===== src/rtl/mem_port_arbiter.sv =====
// Shares one fixed-latency, single-port word memory between the fetch port and
// the data port. Data wins arbitration unless fetch has been held off too long.
module mem_port_arbiter #(
    parameter int ADDR_W     = 10,
    parameter int LATENCY    = 2,
    parameter int STARVE_MAX = 4
) (
    input  logic              clk,
    input  logic              rst,
    input  logic              i_req,
    input  logic [31:0]       i_addr,
    output logic              i_ready,
    output logic [31:0]       i_rdata,
    input  logic              d_req,
    input  logic              d_we,
    input  logic [31:0]       d_addr,
    input  logic [31:0]       d_wdata,
    output logic              d_ready,
    output logic [31:0]       d_rdata,
    output logic              mem_en,
    output logic              mem_we,
    output logic [ADDR_W-1:0] mem_addr,
    output logic [31:0]       mem_wdata,
    input  logic [31:0]       mem_rdata,
    output logic              busy
);

    typedef enum logic [1:0] {
        S_IDLE   = 2'd0,
        S_ACCESS = 2'd1,
        S_DONE   = 2'd2
    } state_t;

    // lat_cnt is 1 in the strobe cycle, so read data is due when it hits LATENCY+1
    localparam logic [4:0] LAT_END    = 5'(LATENCY + 1);
    localparam logic [3:0] STARVE_TOP = 4'(STARVE_MAX);
    localparam logic       OWNER_I    = 1'b0;
    localparam logic       OWNER_D    = 1'b1;

    state_t              state_q;
    logic                owner_q;
    logic                store_q;
    logic [4:0]          lat_cnt_q;
    logic [3:0]          starve_q;
    logic                i_ready_q;
    logic                d_ready_q;
    logic [31:0]         i_rdata_q;
    logic [31:0]         d_rdata_q;
    logic                mem_en_q;
    logic                mem_we_q;
    logic [ADDR_W-1:0]   mem_addr_q;
    logic [31:0]         mem_wdata_q;
    logic                busy_q;

    logic starved;
    logic grant_data;
    logic grant_fetch;
    logic addr_bits_unused;

    assign starved     = i_req && (starve_q == STARVE_TOP);
    assign grant_data  = d_req && !starved;
    assign grant_fetch = !grant_data && i_req;

    // Byte-lane and out-of-range address bits are silently dropped.
    assign addr_bits_unused = ^{i_addr[31:ADDR_W+2], i_addr[1:0],
                                d_addr[31:ADDR_W+2], d_addr[1:0]};

    always_ff @(posedge clk or negedge rst) begin
        if (!rst) begin
            state_q     <= S_IDLE;
            owner_q     <= OWNER_I;
            store_q     <= 1'b0;
            lat_cnt_q   <= '0;
            starve_q    <= '0;
            i_ready_q   <= 1'b0;
            d_ready_q   <= 1'b0;
            i_rdata_q   <= '0;
            d_rdata_q   <= '0;
            mem_en_q    <= 1'b0;
            mem_we_q    <= 1'b0;
            mem_addr_q  <= '0;
            mem_wdata_q <= '0;
            busy_q      <= 1'b0;
        end else begin
            mem_en_q  <= 1'b0;
            mem_we_q  <= 1'b0;
            i_ready_q <= 1'b0;
            d_ready_q <= 1'b0;
            case (state_q)
                S_IDLE: begin
                    if (grant_data || grant_fetch) begin
                        state_q     <= S_ACCESS;
                        busy_q      <= 1'b1;
                        lat_cnt_q   <= 5'd1;
                        owner_q     <= grant_data ? OWNER_D : OWNER_I;
                        store_q     <= grant_data && d_we;
                        mem_en_q    <= 1'b1;
                        mem_we_q    <= grant_data && d_we;
                        mem_addr_q  <= grant_data ? d_addr[ADDR_W+1:2] : i_addr[ADDR_W+1:2];
                        mem_wdata_q <= d_wdata;
                        if (grant_data && i_req)
                            starve_q <= (starve_q == STARVE_TOP) ? starve_q : starve_q + 4'd1;
                        else
                            starve_q <= '0;
                    end
                end
                S_ACCESS: begin
                    lat_cnt_q <= lat_cnt_q + 5'd1;
                    if (lat_cnt_q == LAT_END) begin
                        state_q <= S_DONE;
                        if (owner_q == OWNER_D) begin
                            d_ready_q <= 1'b1;
                            if (!store_q)
                                d_rdata_q <= mem_rdata;
                        end else begin
                            i_ready_q <= 1'b1;
                            i_rdata_q <= mem_rdata;
                        end
                    end
                end
                S_DONE: begin
                    // Requests seen here are ignored so a held request is not granted twice.
                    state_q   <= S_IDLE;
                    busy_q    <= 1'b0;
                    lat_cnt_q <= '0;
                end
                default: begin
                    state_q <= S_IDLE;
                    busy_q  <= 1'b0;
                end
            endcase
        end
    end

    assign i_ready   = i_ready_q;
    assign d_ready   = d_ready_q;
    assign i_rdata   = i_rdata_q;
    assign d_rdata   = d_rdata_q;
    assign mem_en    = mem_en_q;
    assign mem_we    = mem_we_q;
    assign mem_addr  = mem_addr_q;
    assign mem_wdata = mem_wdata_q;
    assign busy      = busy_q;

endmodule


===== config.mk =====
export PLATFORM = sky130hd
export DESIGN_NAME = mem_port_arbiter
export DESIGN_NICKNAME = d
export VERILOG_FILES = /design/src/rtl/mem_port_arbiter.sv
export SDC_FILE = /design/constraint.sdc
export NUM_CORES = 1
export LEC_CHECK = 0
export CAP_MARGIN = 10
export CORE_MARGIN = 2
export CORE_UTILIZATION = 44
export CTS_CLUSTER_SIZE = 8
export DETAILED_ROUTE_END_ITERATION = 12
export PLACE_DENSITY = 0.95
export SYNTH_ARGS = -nofsm -noshare
export SYNTH_HDL_FRONTEND = slang
export SYNTH_SLANG_ARGS = --single-unit

===== constraint.sdc =====
create_clock -name clk -period 3.2 [get_ports clk]
set_input_delay 0.64 -clock clk [delete_from_list [all_inputs] [get_ports clk]]
set_output_delay 0.64 -clock clk [all_outputs]
set_load 0.02 [all_outputs]

### After elaboration in Yosys (flattened, before gate mapping)

Cells that the tools add are included.

| operators by class | value |
|---|---|
| reduce and logical (&&, ||, !) cells | 17 |
| bitwise operators | 3 |
| add/subtract/negate cells | 2 |
| equality and inequality tests | 7 |
| multiplexer cells | 21 |

Operators by type and width:

| cell | number |
|---|---|
| one-hot mux 5 bit (3 select lines) | 1 |
| two-way mux 1 bit | 12 |
| two-way mux 10 bit | 1 |
| two-way mux 4 bit | 2 |
| AND reduction 2 bit | 4 |
| != test 2 bit, second input constant | 3 |
| AND reduction 3 bit | 2 |
| adder 5 x 1 -> 5 bit, second input constant | 1 |
| equality test 5 x 2 -> 1 bit, second input constant | 1 |
| logical AND 1 bit | 5 |
| two-way mux 5 bit | 1 |
| adder 4 x 1 -> 4 bit, second input constant | 1 |
| equality test 4 x 3 -> 1 bit, second input constant | 1 |
| two-way mux 2 bit | 2 |
| one-hot mux 2 bit (2 select lines) | 1 |
| AND reduction 4 bit | 1 |
| inverter 1 bit | 3 |
| nonzero test 3 bit | 1 |
| equality test 2 x 1 -> 1 bit, second input constant | 1 |
| equality test 2 bit, second input constant | 1 |
| zero test 1 bit | 2 |
| zero test 2 bit | 1 |
| one-hot mux 1 bit (2 select lines) | 1 |
| logical OR 1 bit | 1 |

| word-level totals | value |
|---|---|
| input port bits | 133 |
| register bits | 124 |
| output and inout port bits | 111 |

### Depth between registers and ports, before layout

Gate-level depths: netlist of the first run.

| logic depth | value |
|---|---|
| depth in word-level cells | 9 |
| depth in mapped cells | 7 |
| depth with buffers taken out | 6 |

### Least setup slack after synthesis of the first run

Ideal clock, no wire load.

| timing path | value |
|---|---|
| path type | register -> register |
| from | register lat_cnt_q[0] |
| to | register d_rdata_q[0], in the netlist d_rdata[0] |
| arrival time | 1,617 ps |
| setup slack | 1,458 ps |
| path buffers | 1 |
| stages on the path, launching flop included | 6 |
| cell sequence | dfrtp_1 > ha_1 > nor4b_4 > nand4b_4 > buf_6 > mux2_4 |

| on the way | value |
|---|---|
| longest elaborated chain between the ends | 2 |

Ends and longest elaborated chain:

| what | RTL line | RTL |
|---|---|---|
| start, declared | 43 | `logic [4:0] lat_cnt_q;` |
| start signal, assigned | 108 | `lat_cnt_q <= lat_cnt_q + 5'd1;` |
| equality test 5 x 2 -> 1 bit | 109 | `if (lat_cnt_q == LAT_END) begin` |
| AND reduction 4 bit (no source line) | - |  |
| end signal, assigned | 114 | `d_rdata_q <= mem_rdata;` |
| end, declared | 48 | `logic [31:0] d_rdata_q;` |

Every way passes these cells.
A chain may end at the register's enable or synchronous reset.

### Worst setup path in the final report of the first run

| timing path | value |
|---|---|
| from | register lat_cnt_q[0] |
| to | register d_rdata_q[17], in the netlist d_rdata[17] |

The elaborated chain is that of the path after synthesis.

==> results.txt, run 1 <==
- The flow ran to the end, and the final reports show no timing, DRC or antenna violations.
- Total GRT Usage: 21.6%
* # rows: 39
* Clock network latency to the later pin of the worst-skew pair: 400 ps
- The worst path needs 2460 ps of the cycle, external delays included.
- In the routed design, unresolved DRC markers number 0.
* Comb power frac: 46.7%
* Post-cts hold buffer count: 0
* CTS resizes: 0
- In the layout the commonest cells are 198 x sky130_fd_sc_hd__clkdlybuf4s50_1, 124 x sky130_fd_sc_hd__dfrtp_1, 118 x sky130_fd_sc_hd__nand2_1.
- Number of maximum-capacitance violations: 0
- Synthesis-stage register bit count: 124
* Setup repair after global routing missed its margin: false
- Slew Limit Fails: 0
- Class of the tightest hold or removal check: input port to async pin
* Mean post-synth cell area: 12.5 µm²
* Final Hold Violating Endpoints: 0
* Power per standard cell area: 1100 nW/µm²
- After synthesis, the share of flip-flops with an asynchronous set or reset is 100%.
* Mapped Area: 5150 µm²
* Number of flops mapped to enable cells by yosys: 0
- During placement, the flow inserted port buffers numbering 199.
* Data arrival time of the critical path: 2740 ps
* Distinct cell type count after synthesis: 40
* Crit path capture type: flip-flop
- Iteration-0 DRC count of the detailed router: 180
* Nets: 760
* Net Count, Synth: 553
* Leakage power: 3.61 nW
- Sequential cell area fraction in the yosys report: 60.3%
* Effective utilization at floorplan: 45.1%
- Per report_power, the clock group accounts for 21.4% of the total.
- Detailed placement ended at an HPWL of 9210 µm.
- The area growth from synthesis to layout is 53.0%.
* Peak supply drop: 0.706 mV
- Final Setup Violations: 0
* Leading cell types by total area after synthesis: sky130_fd_sc_hd__dfrtp_1 60%, sky130_fd_sc_hd__mux2_4 8.8%, sky130_fd_sc_hd__nand2_1 8.6%
* Leading cell type in the layout, fill and taps excluded: sky130_fd_sc_hd__clkdlybuf4s50_1
- The floorplan step defined a core boundary enclosing 11400 µm².
- Element type at the critical path start: flip-flop
- Across the whole layout, storage elements account for 3100 µm².
- Fillers: 793
- The count of nets left with antenna violations once routing finished came out at 0.
- Critical Path, Cell by Cell: ha_1 > nor4b_4 > nand4b_4 > buf_4 > mux2_2
- The final layout contains routed wiring with a total length of 12900 µm.
- Worst hold slack: 300 ps
- Net switching power: 3.09 mW
* Count of antenna diodes in the layout: 0
- Cell accounting for the most synthesized area: sky130_fd_sc_hd__dfrtp_1
- Headroom to the max-slew limit came out at 44.1%.
- CTS tree: yes
- In the routed layout, each cell is associated on average with a via count of 5.06.
- Entering global routing, the biggest net connects 61 pins.
- Post-CTS Setup Bufs: 0
- Net switching is 35.6% of the power.
- CP max FO: 31
- Die boundary height: 112 µm
* Crit path largest cell delay: 710 ps
- Number of antenna violations at the first check in global routing: 0
* Fraction of layout cells with a size suffix above 1: 17.1%
- Together, buffers and inverters on the worst path number 1.
- Max Root-Sink Buffers: 2
- Across all layers, the routed design uses 3919 vias.
- Total gr overflow: 0
- First-pass GRT wire length: 21400 µm
* Max Fclk: 406 MHz
- Family with the most delay on the worst path: simple AND/OR/NAND/NOR gates
- The Yosys step of the flow raised 0 warnings.
- The H-tree was split into 4 levels.
* Internal power consumption: 5.58 mW
- Critical path class: flip-flop to flip-flop
- The first detailed-routing pass took 4 iterations.
- Transition at the pin with the smallest max-transition slack: 837 ps
* Top_reg_cell synth: sky130_fd_sc_hd__dfrtp_1
- Summing all multi-input logic gate instances after layout gives 1900 µm².
* Top cell type's share of synthesized area: 60.3%
* Register share of total power: 31.9%
- The die covers 12600 µm².
- Clock tree synthesis inserted a total of 17 buffers.
- Clock root buffer: sky130_fd_sc_hd__clkbuf_16
- Clock-pin slew was measured on the worst setup and hold paths at 50 ps.
* Via count of the first global-routing pass: 4264
- Worst path slowest cell: sky130_fd_sc_hd__nand4b_4
* Share of the clock period used by the worst path: 76.9%
* DR WL/cell: 16.7 µm
* Clock sinks: 124
- Counting every instance in the synthesized netlist gives 413.
- In this run the horizontal extent of the chip is 112 µm.
* Crit path required time: 3480 ps
- Placer's final routability congestion estimate: 0.799
* Final sum of negative setup slack: 0 ps
- In this run the count of I/O pins placed on the die edge is 244.
* Clk_skew: 7.80 ps
[metal layers]
| layer | wire length, µm | track usage [%] |
|---|---|---|
| met5 | 0 | 0 |
| met4 | 277 | 8.94 |
| met3 | 973 | 7.72 |
| met2 | 6290 | 35.6 |
| met1 | 5400 | 25.8 |
[Yosys cell counts, types with 6 or more instances]
library cell	instances
sky130_fd_sc_hd__o211ai_1	11
sky130_fd_sc_hd__nand2_1	118
sky130_fd_sc_hd__o21ai_0	7
sky130_fd_sc_hd__nand4_1	11
sky130_fd_sc_hd__clkbuf_1	15
sky130_fd_sc_hd__buf_6	6
sky130_fd_sc_hd__inv_1	6
sky130_fd_sc_hd__dfrtp_1	124
sky130_fd_sc_hd__mux2_2	33
sky130_fd_sc_hd__ha_1	7
sky130_fd_sc_hd__mux2_4	30
[final timing paths]
check / startpoint / endpoint / slack [ps] / depth (start not counted)
max reg2reg: lat_cnt_q[0] / d_rdata[17] / 740 / 5
max: lat_cnt_q[0] / d_rdata[17] / 740 / 5
min reg2reg: mem_wdata[27] / mem_wdata[27] / 470 / 2
min in group clk: mem_wdata[27] / mem_wdata[27] / 470 / 2
max in group asynchronous: rst / starve_q[3] / 2160 / 2
min: rst / i_rdata[19] / 300 / 1
[layout make-up]
class / instances / area share (%)
inverter: 7 / 0.334
clock inverter: 6 / 1.08
clock buffer: 25 / 6.29
multi-input combinational: 260 / 24.1
tap: 143 / 2.27
sequential: 124 / 39.4
timing repair buffer: 210 / 26.5
[state kept, by name, summed over array words and instances, names as in the netlist]
signal	cells
mem_addr	10
i_rdata	32
store_q	1
starve_q	4
owner_q	1
busy	1
d_ready	1
i_ready	1
state_q	2
mem_wdata	32
d_rdata	32
mem_we	1
lat_cnt_q	5
mem_en	1
[kinds of logic after synthesis]
| kind of cell | share of synthesized area [%] |
|---|---|
| simple gates | 14.0 |
| flops | 60.3 |
| mux | 16.6 |
| compound gates | 4.40 |
| buf+inv | 2.99 |
| fa+ha+maj | 1.70 |
[power groups by stage]
stage	sequential, mW	combinational (mW)	clock [mW]
2_1_floorplan	3.58	1.28	0
3_3_place_gp	2.71	3.94	0
3_5_place_dp	2.77	4.06	0
4_1_cts	2.77	4.09	1.89
5_1_grt	2.85	4.32	1.96
6_report	2.77	4.05	1.85
[per-stage QoR]
stage               instances  instance area (µm²)  total power [mW]  utilization (%)  setup slack, ps
floorplan                 413                 5150              4.87                -             1460
global placement          744                 7290              6.65             63.9              846
detailed placement        744                 7290              6.83             63.9              743
CTS                       775                 7880              8.75             69.0              744
global route              775                 7880              9.13             69.0              623
finish                    775                 7880              8.67             69.0              739
(Power assumes the default switching activity.)
==> run 2, diff against run 1 <==
CORE_UTILIZATION = 41   (was 44)
PLACE_DENSITY = 0.9   (was 0.95)
clock period = 2.3 ns   (was 3.2 ns; I/O delays follow)
==> run 2 against run 1 <==
Compared with the run above: final cell count up 3.4%; combinational power up 39%; critical path depth unchanged; critical path type unchanged.
==> results.txt, run 2 (synthesis gave the netlist of run 1 again) <==
- Cells fill 65.8% of the core in the end.
- Count of antenna diodes in the layout: 0
* Number of maximum-capacitance violations: 0
- Port bufs: 199
- CTS tree: yes
* Cell count after placement: 769
- Number of antenna violations at the first check in global routing: 0
- Headroom to the max-slew limit came out at 59.0%.
* Placer's final routability congestion estimate: 0.728
* Peak supply drop: 0.708 mV
- The filler cells instantiated in the layout total 904.
* CTS resizes: 0
- Pin count of the biggest net entering global routing: 60
- Clock network latency to the later pin of the worst-skew pair: 400 ps
* # rows: 40
- Post-cts hold buffer count: 0
- Clock-pin slew was measured on the worst setup and hold paths at 50 ps.
* Final Setup Violations: 0
- Once the floorplan was initialized, standard cells occupied 42.5% of the core.
- Crit path launch: lat_cnt_q[0]
- Class of the tightest hold or removal check: input port to async pin
- The number of setup buffers added after CTS is 0.
- Transition at the pin with the smallest max-transition slack: 614 ps
* Crit path largest cell delay: 490 ps
- For this run, design rule violations remaining after detail routing come to 0.
- The number of global-route vias before repair is 4056.
- Crit path time final: 2070 ps
- The die is 116 µm wide.
- Number of H-tree levels: 4
- Non-Filler Instances: 801
- Hpwl dp: 8910 µm
- Slew Limit Fails: 0
* Critical path class: flip-flop to flip-flop
- Number of buffers created by CTS: 17
* FF-to-FF setup slack: 230 ps
- The worst register-to-register path begins at lat_cnt_q[0].
- Among all stages on the critical path, the largest delay is contributed by sky130_fd_sc_hd__nor4b_4.
- Layout overhead on the synthesized area: 54.9%
* Fraction of layout cells with a size suffix above 1: 17.7%
- Traced cell by cell, the critical path runs through ha_1 > nor4b_4 > nand4b_4 > buf_4 > mux2_4.
- For this design the ratio of total power to cell area is 1540 nW/µm².
- In the final routed layout, each cell accounts on average for 16.0 µm.
- Max Fclk: 483 MHz
* Outcome: complete, no violations
- Leakage power: 3.64 nW
* Clock sinks: 124
* Worst reg2reg endpoint: d_rdata[29]
- Global routing consumed, over all layers together, 19.6% of the routing resources.
- IO Pins: 244
- In the final timing run, aggregate negative setup slack is 0 ps.
* WP buf/inv: 1
- Final Hold Violating Endpoints: 0
- Of the available clock period, the critical path in the final layout requires 90.0%.
- Setup WS post-layout: 230 ps
- Die boundary height: 116 µm
* Setup repair after global routing missed its margin: false
* Commonest non-fill, non-tap cells in the layout: 198 x sky130_fd_sc_hd__clkdlybuf4s50_1, 124 x sky130_fd_sc_hd__dfrtp_1, 118 x sky130_fd_sc_hd__nand2_1
- Initial DRT Pass Iterations: 4
- Element type at the critical path start: flip-flop
- Clock skew on the completed layout was measured at 4.55 ps.
- Data arrival time of the critical path: 2360 ps
* Cell depth of the worst flop-to-flop path: 5
- The final layout contains 760 nets.
* Iteration-0 DRC count of the detailed router: 271
- Core footprint: 12100 µm²
- Average vias per placed instance: 4.94
* Number of vias in the routed layout: 3956
- CP max FO: 32
- The total overflow left after global routing is 0.
- The first global-routing pass estimated 20300 µm of wire.
- Area enclosed by the die boundary: 13500 µm²
- The final layout contains routed wiring with a total length of 12800 µm.
* Leading cell type in the layout, fill and taps excluded: sky130_fd_sc_hd__clkdlybuf4s50_1
- Max Root-Sink Buffers: 2
- Crit path capture type: flip-flop
- Among cell families on the critical path, the largest total delay comes from simple AND/OR/NAND/NOR gates.
* Setup slack after placement: 224 ps
- The tree is rooted in a sky130_fd_sc_hd__clkbuf_16.
- Residual antenna-violating net count after detailed routing: 0
* Crit path required time: 2590 ps
run 2: final cells by class:
type / instances / area [µm²] / area share, %
multi-input combinational: 260 / 1900 / 23.9
clock buffer: 22 / 484 / 6.07
inverter: 7 / 26.3 / 0.330
timing repair buffer: 210 / 2080 / 26.1
clock inverter: 10 / 161 / 2.02
sequential: 124 / 3100 / 38.9
tap: 168 / 210 / 2.64
run 2: per-stage QoR:
stage | hold slack (ps) | power (mW) | cell area [µm²]
after global placement | 459 | 9.26 | 7330
after floorplan | 164 | 6.77 | 5150
final | 47.5 | 12.3 | 7970
after CTS | 50.3 | 12.4 | 7970
after global routing | 84.9 | 13.0 | 7970
after detailed placement | 463 | 9.47 | 7330
run 2: worst max-delay path by stage:
stage,end,cells after the start
CTS,d_rdata[29],5
finish,d_rdata[29],5
floorplan,d_rdata[0],5
global placement,store_q,4
detailed placement,store_q,4
global route,d_rdata[31],5
run 2: worst reg2reg max path, cell delays in order (launching register included):
cell,delay [ps]
sky130_fd_sc_hd__dfrtp_1,370
sky130_fd_sc_hd__ha_1,220
sky130_fd_sc_hd__nor4b_4,490
sky130_fd_sc_hd__nand4b_4,130
sky130_fd_sc_hd__buf_4,340
sky130_fd_sc_hd__mux2_4,400
run 2: routing by layer:
layer | GRT usage [%] | part of all wire, %
met2 | 32.1 | 48
met3 | 6.80 | 8.5
met4 | 7.94 | 1.9
met1 | 23.9 | 41
met5 | 0 | 0
run 2: report_power, final:
part / leakage (nW) / internal (mW) / switching (mW)
Sequential: 1.50 / 3.23 / 0.609
Combinational: 1.84 / 2.83 / 2.78
Clock: 0.308 / 1.93 / 0.935
